File: src/rtl/forwarding_control.sv
`default_nettype none
// ============================================================================
// Module      : forwarding_control
// Description : Operand-forwarding and load-use hazard controller for a
//               5-stage MIPS pipeline. Shadows the destination register and
//               write/load flags of the EX and MEM instructions, registers the
//               EX-stage operand mux selects one cycle ahead, and stalls
//               PC / IF-ID for one cycle on a load-use dependency.
// Revision    : 1.0 - initial release
// ============================================================================
module forwarding_control #(
    parameter int NB_REG = 5,
    parameter int NB_SEL = 2
) (
    input  logic              clk_i,
    input  logic              reset_i,
    input  logic              enable_i,
    input  logic [NB_REG-1:0] id_rs_i,
    input  logic [NB_REG-1:0] id_rt_i,
    input  logic              id_use_rs_i,
    input  logic              id_use_rt_i,
    input  logic [NB_REG-1:0] id_rd_i,
    input  logic              id_reg_write_i,
    input  logic              id_mem_read_i,
    output logic [NB_SEL-1:0] fwd_a_sel_o,
    output logic [NB_SEL-1:0] fwd_b_sel_o,
    output logic              stall_o,
    output logic              pc_write_o,
    output logic              ifid_write_o
);

    // Operand mux select codes
    localparam logic [NB_SEL-1:0] SEL_RF    = NB_SEL'(0);
    localparam logic [NB_SEL-1:0] SEL_MEMWB = NB_SEL'(1);
    localparam logic [NB_SEL-1:0] SEL_EXMEM = NB_SEL'(2);
    localparam logic [NB_REG-1:0] REG_ZERO  = '0;

    // Shadow of the instruction currently in EX
    logic [NB_REG-1:0] ex_rd;
    logic              ex_wr;
    logic              ex_mr;
    // Shadow of the instruction currently in MEM
    logic [NB_REG-1:0] mem_rd;
    logic              mem_wr;

    logic              hit_rs;
    logic              hit_rt;
    logic              load_in_ex;
    logic [NB_SEL-1:0] next_a_sel;
    logic [NB_SEL-1:0] next_b_sel;

    // Select for one source operand; the younger producer (EX) wins over MEM.
    function automatic logic [NB_SEL-1:0] lookahead(
        input logic [NB_REG-1:0] src,
        input logic              used,
        input logic [NB_REG-1:0] e_rd,
        input logic              e_wr,
        input logic [NB_REG-1:0] m_rd,
        input logic              m_wr
    );
        logic [NB_SEL-1:0] sel;
        sel = SEL_RF;
        if (used && (src != REG_ZERO)) begin
            if (e_wr && (e_rd == src)) begin
                sel = SEL_EXMEM;
            end else if (m_wr && (m_rd == src)) begin
                sel = SEL_MEMWB;
            end
        end
        return sel;
    endfunction

    // Load-use detection and next-cycle select computation
    always_comb begin
        load_in_ex   = ex_mr & ex_wr & (ex_rd != REG_ZERO);
        hit_rs       = id_use_rs_i & (id_rs_i == ex_rd);
        hit_rt       = id_use_rt_i & (id_rt_i == ex_rd);
        stall_o      = load_in_ex & (hit_rs | hit_rt);
        pc_write_o   = enable_i & ~stall_o;
        ifid_write_o = enable_i & ~stall_o;
        next_a_sel   = lookahead(id_rs_i, id_use_rs_i, ex_rd, ex_wr, mem_rd, mem_wr);
        next_b_sel   = lookahead(id_rt_i, id_use_rt_i, ex_rd, ex_wr, mem_rd, mem_wr);
    end

    // Shadow pipeline advance, bubble injection on stall, select registers
    always_ff @(posedge clk_i) begin
        if (reset_i) begin
            ex_rd       <= '0;
            ex_wr       <= 1'b0;
            ex_mr       <= 1'b0;
            mem_rd      <= '0;
            mem_wr      <= 1'b0;
            fwd_a_sel_o <= SEL_RF;
            fwd_b_sel_o <= SEL_RF;
        end else if (enable_i) begin
            mem_rd <= ex_rd;
            mem_wr <= ex_wr;
            if (stall_o) begin
                ex_rd       <= '0;
                ex_wr       <= 1'b0;
                ex_mr       <= 1'b0;
                fwd_a_sel_o <= SEL_RF;
                fwd_b_sel_o <= SEL_RF;
            end else begin
                ex_rd       <= id_rd_i;
                ex_wr       <= id_reg_write_i;
                ex_mr       <= id_mem_read_i;
                fwd_a_sel_o <= next_a_sel;
                fwd_b_sel_o <= next_b_sel;
            end
        end
    end

endmodule
`default_nettype wire
File: config.mk
export PLATFORM = sky130hd
export DESIGN_NAME = forwarding_control
export DESIGN_NICKNAME = d
export VERILOG_FILES = /design/src/rtl/forwarding_control.sv
export SDC_FILE = /design/constraint.sdc
export NUM_CORES = 1
export LEC_CHECK = 0
export BUFFER_PORTS_ARGS = -buffer_cell sky130_fd_sc_hd__buf_2
export CORE_MARGIN = 3
export CORE_UTILIZATION = 30
export DETAILED_ROUTE_END_ITERATION = 10
export GPL_TIMING_DRIVEN = 0
export PLACE_DENSITY = 0.62
export SETUP_SLACK_MARGIN = 0.1
export SLEW_MARGIN = 25
export SYNTH_ARGS = -nofsm -noshare
export SYNTH_HDL_FRONTEND = slang
export SYNTH_SLANG_ARGS = --single-unit
File: constraint.sdc
create_clock -name clk_i -period 1.5 [get_ports clk_i]
set_clock_uncertainty 0.1 [all_clocks]
set_input_delay 0.15 -clock clk_i [delete_from_list [all_inputs] [get_ports clk_i]]
set_output_delay 0.15 -clock clk_i [all_outputs]
set_load 0.01 [all_outputs]
After elaboration in Yosys (flattened, before gate mapping)
Cells that the tools add are included.
- register bits: 17
- input bits: 22
- output and inout port bits: 7
- logic and storage cells: 41
- equality and inequality tests: 6
- mux-type cells: 11
- bitwise gates (word level): 8
- reduce and logical (&&, ||, !) cells: 9
- operators by type and width (operator ; count):
    equality test 5 bit ; 6
    nonzero test 5 bit ; 3
    two-way mux 2 bit ; 6
    bitwise AND 1 bit ; 6
    logical AND 1 bit ; 6
    two-way mux 5 bit ; 1
    two-way mux 1 bit ; 4
    NOT 1 bit ; 1
    OR 1 bit ; 1

Logic depth before layout (Yosys ltp)
- depth in word-level cells: 6
- depth in mapped cells: 6
- gate-level depth less buffers: 5

Worst setup path after synthesis
Ideal clock, no wire load.
- kind: flip-flop to output port
- start: register ex_rd[1]
- end: output port pc_write_o
- arrival: 1.507 ns
- setup slack: -0.257 ns
- stages on the path, launching flop included: 5
- cell sequence: dfxtp_1 -> or4_1 -> o2111a_2 -> and2b_1 -> buf_4
- longest elaborated chain between the ends: 6
- elaborated cells between the ends (all ways): 10
- those cells by class: 2 x eq/ne; 7 x bitwise; 1 x reduce/logical
- ends and longest elaborated chain (item ; RTL line ; source):
    from (decl) ; 39 ; logic [NB_REG-1:0] ex_rd;
    from (signal assigned) ; 105 ; ex_rd <= id_rd_i;
    equality test 5 bit, on equally long branches ; 76, 77 ;
    bitwise AND 1 bit, on equally long branches ; 76, 77 ;
    OR 1 bit ; 78 ; stall_o = load_in_ex & (hit_rs | hit_rt);
    bitwise AND 1 bit * ; 78 ;
    NOT 1 bit * ; -- ;
    bitwise AND 1 bit * ; -- ;
    to (decl) ; 28 ; output logic pc_write_o,
Mark *: on every way between the ends. The rest lies on a longest branch, timed or not.

Worst setup path after layout
- start: register ex_rd[1]
- end: output port pc_write_o
- longest elaborated chain between the ends: 6
- elaborated cells between the ends (all ways): 10
- those cells by class: 2 x eq/ne; 7 x bitwise; 1 x reduce/logical
- ends and longest elaborated chain (item ; RTL line ; source):
    equality test 5 bit, on equally long branches ; 76, 77 ;
    bitwise AND 1 bit, on equally long branches ; 76, 77 ;
    OR 1 bit ; 78 ;
    bitwise AND 1 bit * ; 78 ;
    NOT 1 bit * ; 79 ; pc_write_o = enable_i & ~stall_o;
    bitwise AND 1 bit * ; 79 ;
Marked as above.

==> impl_metrics.tcl <==
set metrics [dict create \
    status "complete, but fails checks" \
    violations "negative setup slack" \
    p_leak_nw 0.560 \
    drive_above_1_share 0.449 \
    r2r_start "ex_rd[1]" \
    nets 170 \
    drc 0 \
    antenna_found_initial 0 \
    clockRootBuffer "clkbuf_4" \
    ys_top_cells_by_count "17 x dfxtp_1, 16 x xnor2_1, 11 x nand2_1, 8 x nor2_1, 8 x or3b_2" \
    start_util 0.327 \
    clk_path_buf_depth 2 \
    diodes 0 \
    synthCells 110 \
    powerDensity_nw_per_um2 655 \
    synth.yosys.seq_area_share 0.330 \
    min_from "id_reg_write_i" \
    hold_depth 3 \
    synthArstFlopShare 0 \
    yosysWarnings 0 \
    ys_seq_elements 17 \
    grtUsageTotal 0.127 \
    area_delta_synth_final_pct 40.0 \
    start_kind "register" \
    cp_max_fo 5 \
    fin_setup_tns_ns -6.44 \
    hold_path_end "ex_wr" \
    gp_congestion 0.811 \
    die_y_um 64.6 \
    insertion_delay_ns 0.29 \
    die_x_um 64.6 \
    period_needed_ns 2.12 \
    multi_input_area_um2 734 \
    fin_ws_ns -0.617 \
    met1_length_um 1100 \
    dr_total_vias 939 \
    met3RoutedLength_um 88 \
    critPathArrivalTime_ns 1.87 \
    yosysMostFrequentCell "dfxtp_1" \
    core_um2 3150 \
    slew_headroom 0.585 \
    synth.distinct_cells 28 \
    synth_area_leaders "dfxtp_1 33%, xnor2_1 14%, o31ai_2 7.3%" \
    p_switching_mw 0.268 \
    fmax_mhz 472 \
    rows 20 \
    worstSetupPathType "register to output pin" \
    cts_tree "done" \
    startpoint "ex_rd[1]" \
    peakVddDrop_mv 0.236 \
    vias_per_cell 4.92 \
    yosysTopAreaCellShare 0.330 \
    synth_fp_nets 132 \
    die_area_um2 4180 \
    cp.required_ns 1.25 \
    grt_max_degree 11 \
    r2r_cells 6 \
    cap_viol_max_count 0 \
    drtPass1Iterations 4 \
    top_layer "met4" \
    hold_class "input port to register" \
    setup_viol 14 \
    syn_area_um2 1030 \
    ys.flop_type "dfxtp_1" \
    combPwrFrac 0.215 \
    clockPowerShare 0.263 \
    cts_sinks 17 \
    synth_edf_count 0 \
    r2r_setup_slack_ns -0.52 \
    ant_nets 0 \
    p_int_mw 0.677 \
    end_kind "output pin" \
    n_fill_cell 309 \
    met2_length_um 1460 \
    cts_buffers 3 \
    worstMarginPinSlew_ns 0.622 \
    switching_share 0.284 \
    synth_area_per_cell_um2 9.37 \
    final_hold_viol_count 0 \
    htreeDepth 1 \
    dpl.hpwl_um 1970 \
    clkSlewWorstSetupHoldPaths_ns 0.10 \
    seq_power_share 0.522 \
    rr_endpoint "ex_wr" \
    first_global_vias 898 \
    portBuffers 28 \
    finalMaxSlewViolations 0 \
    regArea_um2 352 \
    timing.final.crit_share 1.41 \
    drtIter0Drc 43 \
    rsz0062_at_grt "yes" \
    grt_overflow 0 \
    fin_hold_ws_ns 0.0159 \
    synth.largest_area_cell "dfxtp_1" \
    wl_per_cell_um 14.0 \
    boundaryPins 29 \
    grt_pass1_wl_um 4130 \
    wl_um 2680 \
]
-- power groups by stage --
stage	clock (mW)	combinational, mW	sequential [mW]
final	0.249	0.203	0.493
after detailed placement	0	0.177	0.502
after global routing	0.275	0.219	0.496
after floorplan	0	0.115	0.494
after global placement	0	0.173	0.502
after CTS	0.259	0.190	0.491
-- stage by stage --
stage           util  area [µm²]  worst slack, ns  total power [mW]  cells
5_1_grt        0.458        1440           -0.673             0.990    191
3_3_place_gp   0.391        1230           -0.419             0.675    182
2_1_floorplan      -        1040           -0.232             0.610    110
6_report       0.458        1440           -0.617             0.945    191
4_1_cts        0.443        1400           -0.644             0.941    191
3_5_place_dp   0.391        1230           -0.407             0.679    182
-- critical path, stage by stage, from the launching register on --
cell and delay, ns:
dfxtp_4 0.38, or4_4 0.52, o2111a_2 0.27, and2b_2 0.22, buf_6 0.09, buf_6 0.08
-- layout by cell type, fill, tap and decap left out, types with 4 or more instances in the layout --
cell type	instances
mux2i_1	6
or3b_2	8
nand2_1	11
nand3_1	7
buf_2	26
nor2_1	8
xnor2_1	14
xor2_1	4
dfxtp_1	12
o31ai_4	7
or4_1	4
-- area by class of cell --
class | count | area share
inverter | 1 | 0.00260
timing repair buffer | 33 | 0.159
sequential | 17 | 0.244
tap | 44 | 0.0381
buffer | 6 | 0.0295
clock buffer | 4 | 0.0182
multi-input combinational | 86 | 0.509
-- cell families (layout without fill, tap and decap cells) --
family / Yosys count / after routing / synth area share
AO/OA/AOI/OAI: 17 / 17 / 0.171
XOR/XNOR: 20 / 20 / 0.170
buffers and inverters: 7 / 44 / 0.0364
flip-flops: 17 / 17 / 0.330
multiplexers: 6 / 6 / 0.0583
AND/OR/NAND/NOR: 43 / 43 / 0.234
-- registers in the layout, summed over array words and instances, names as in the netlist --
name         count
ex_rd            5
mem_rd           5
fwd_a_sel_o      2
fwd_b_sel_o      2
ex_mr            1
ex_wr            1
mem_wr           1
-- routing by layer --
layer | vias to the layer above | GRT usage
met3 | 2 | 0.0104
met1 | 447 | 0.144
met2 | 21 | 0.235
met4 | 0 | 0.0633
li1 | 469 | -
met5 | - | 0
-- how the worst max path moves through the flow --
stage | endpoint | slack [ns] | cells past startpoint
2_1_floorplan | pc_write_o | -0.23 | 4
3_5_place_dp | pc_write_o | -0.41 | 7
5_1_grt | pc_write_o | -0.67 | 5
4_1_cts | pc_write_o | -0.64 | 5
3_3_place_gp | pc_write_o | -0.42 | 7
6_report | pc_write_o | -0.62 | 5
-- what timing repair did --
item / CTS / global route
setup buffers: 3 / 0
hold endpoints to repair: 1 / 0
setup endpoints to repair: 14 / 20
hold buffers: 1 / 0
pin swaps: 3 / 2
cloned: 1 / 0
resized for setup: 17 / 7
Power figures use the tool's default switching activity.
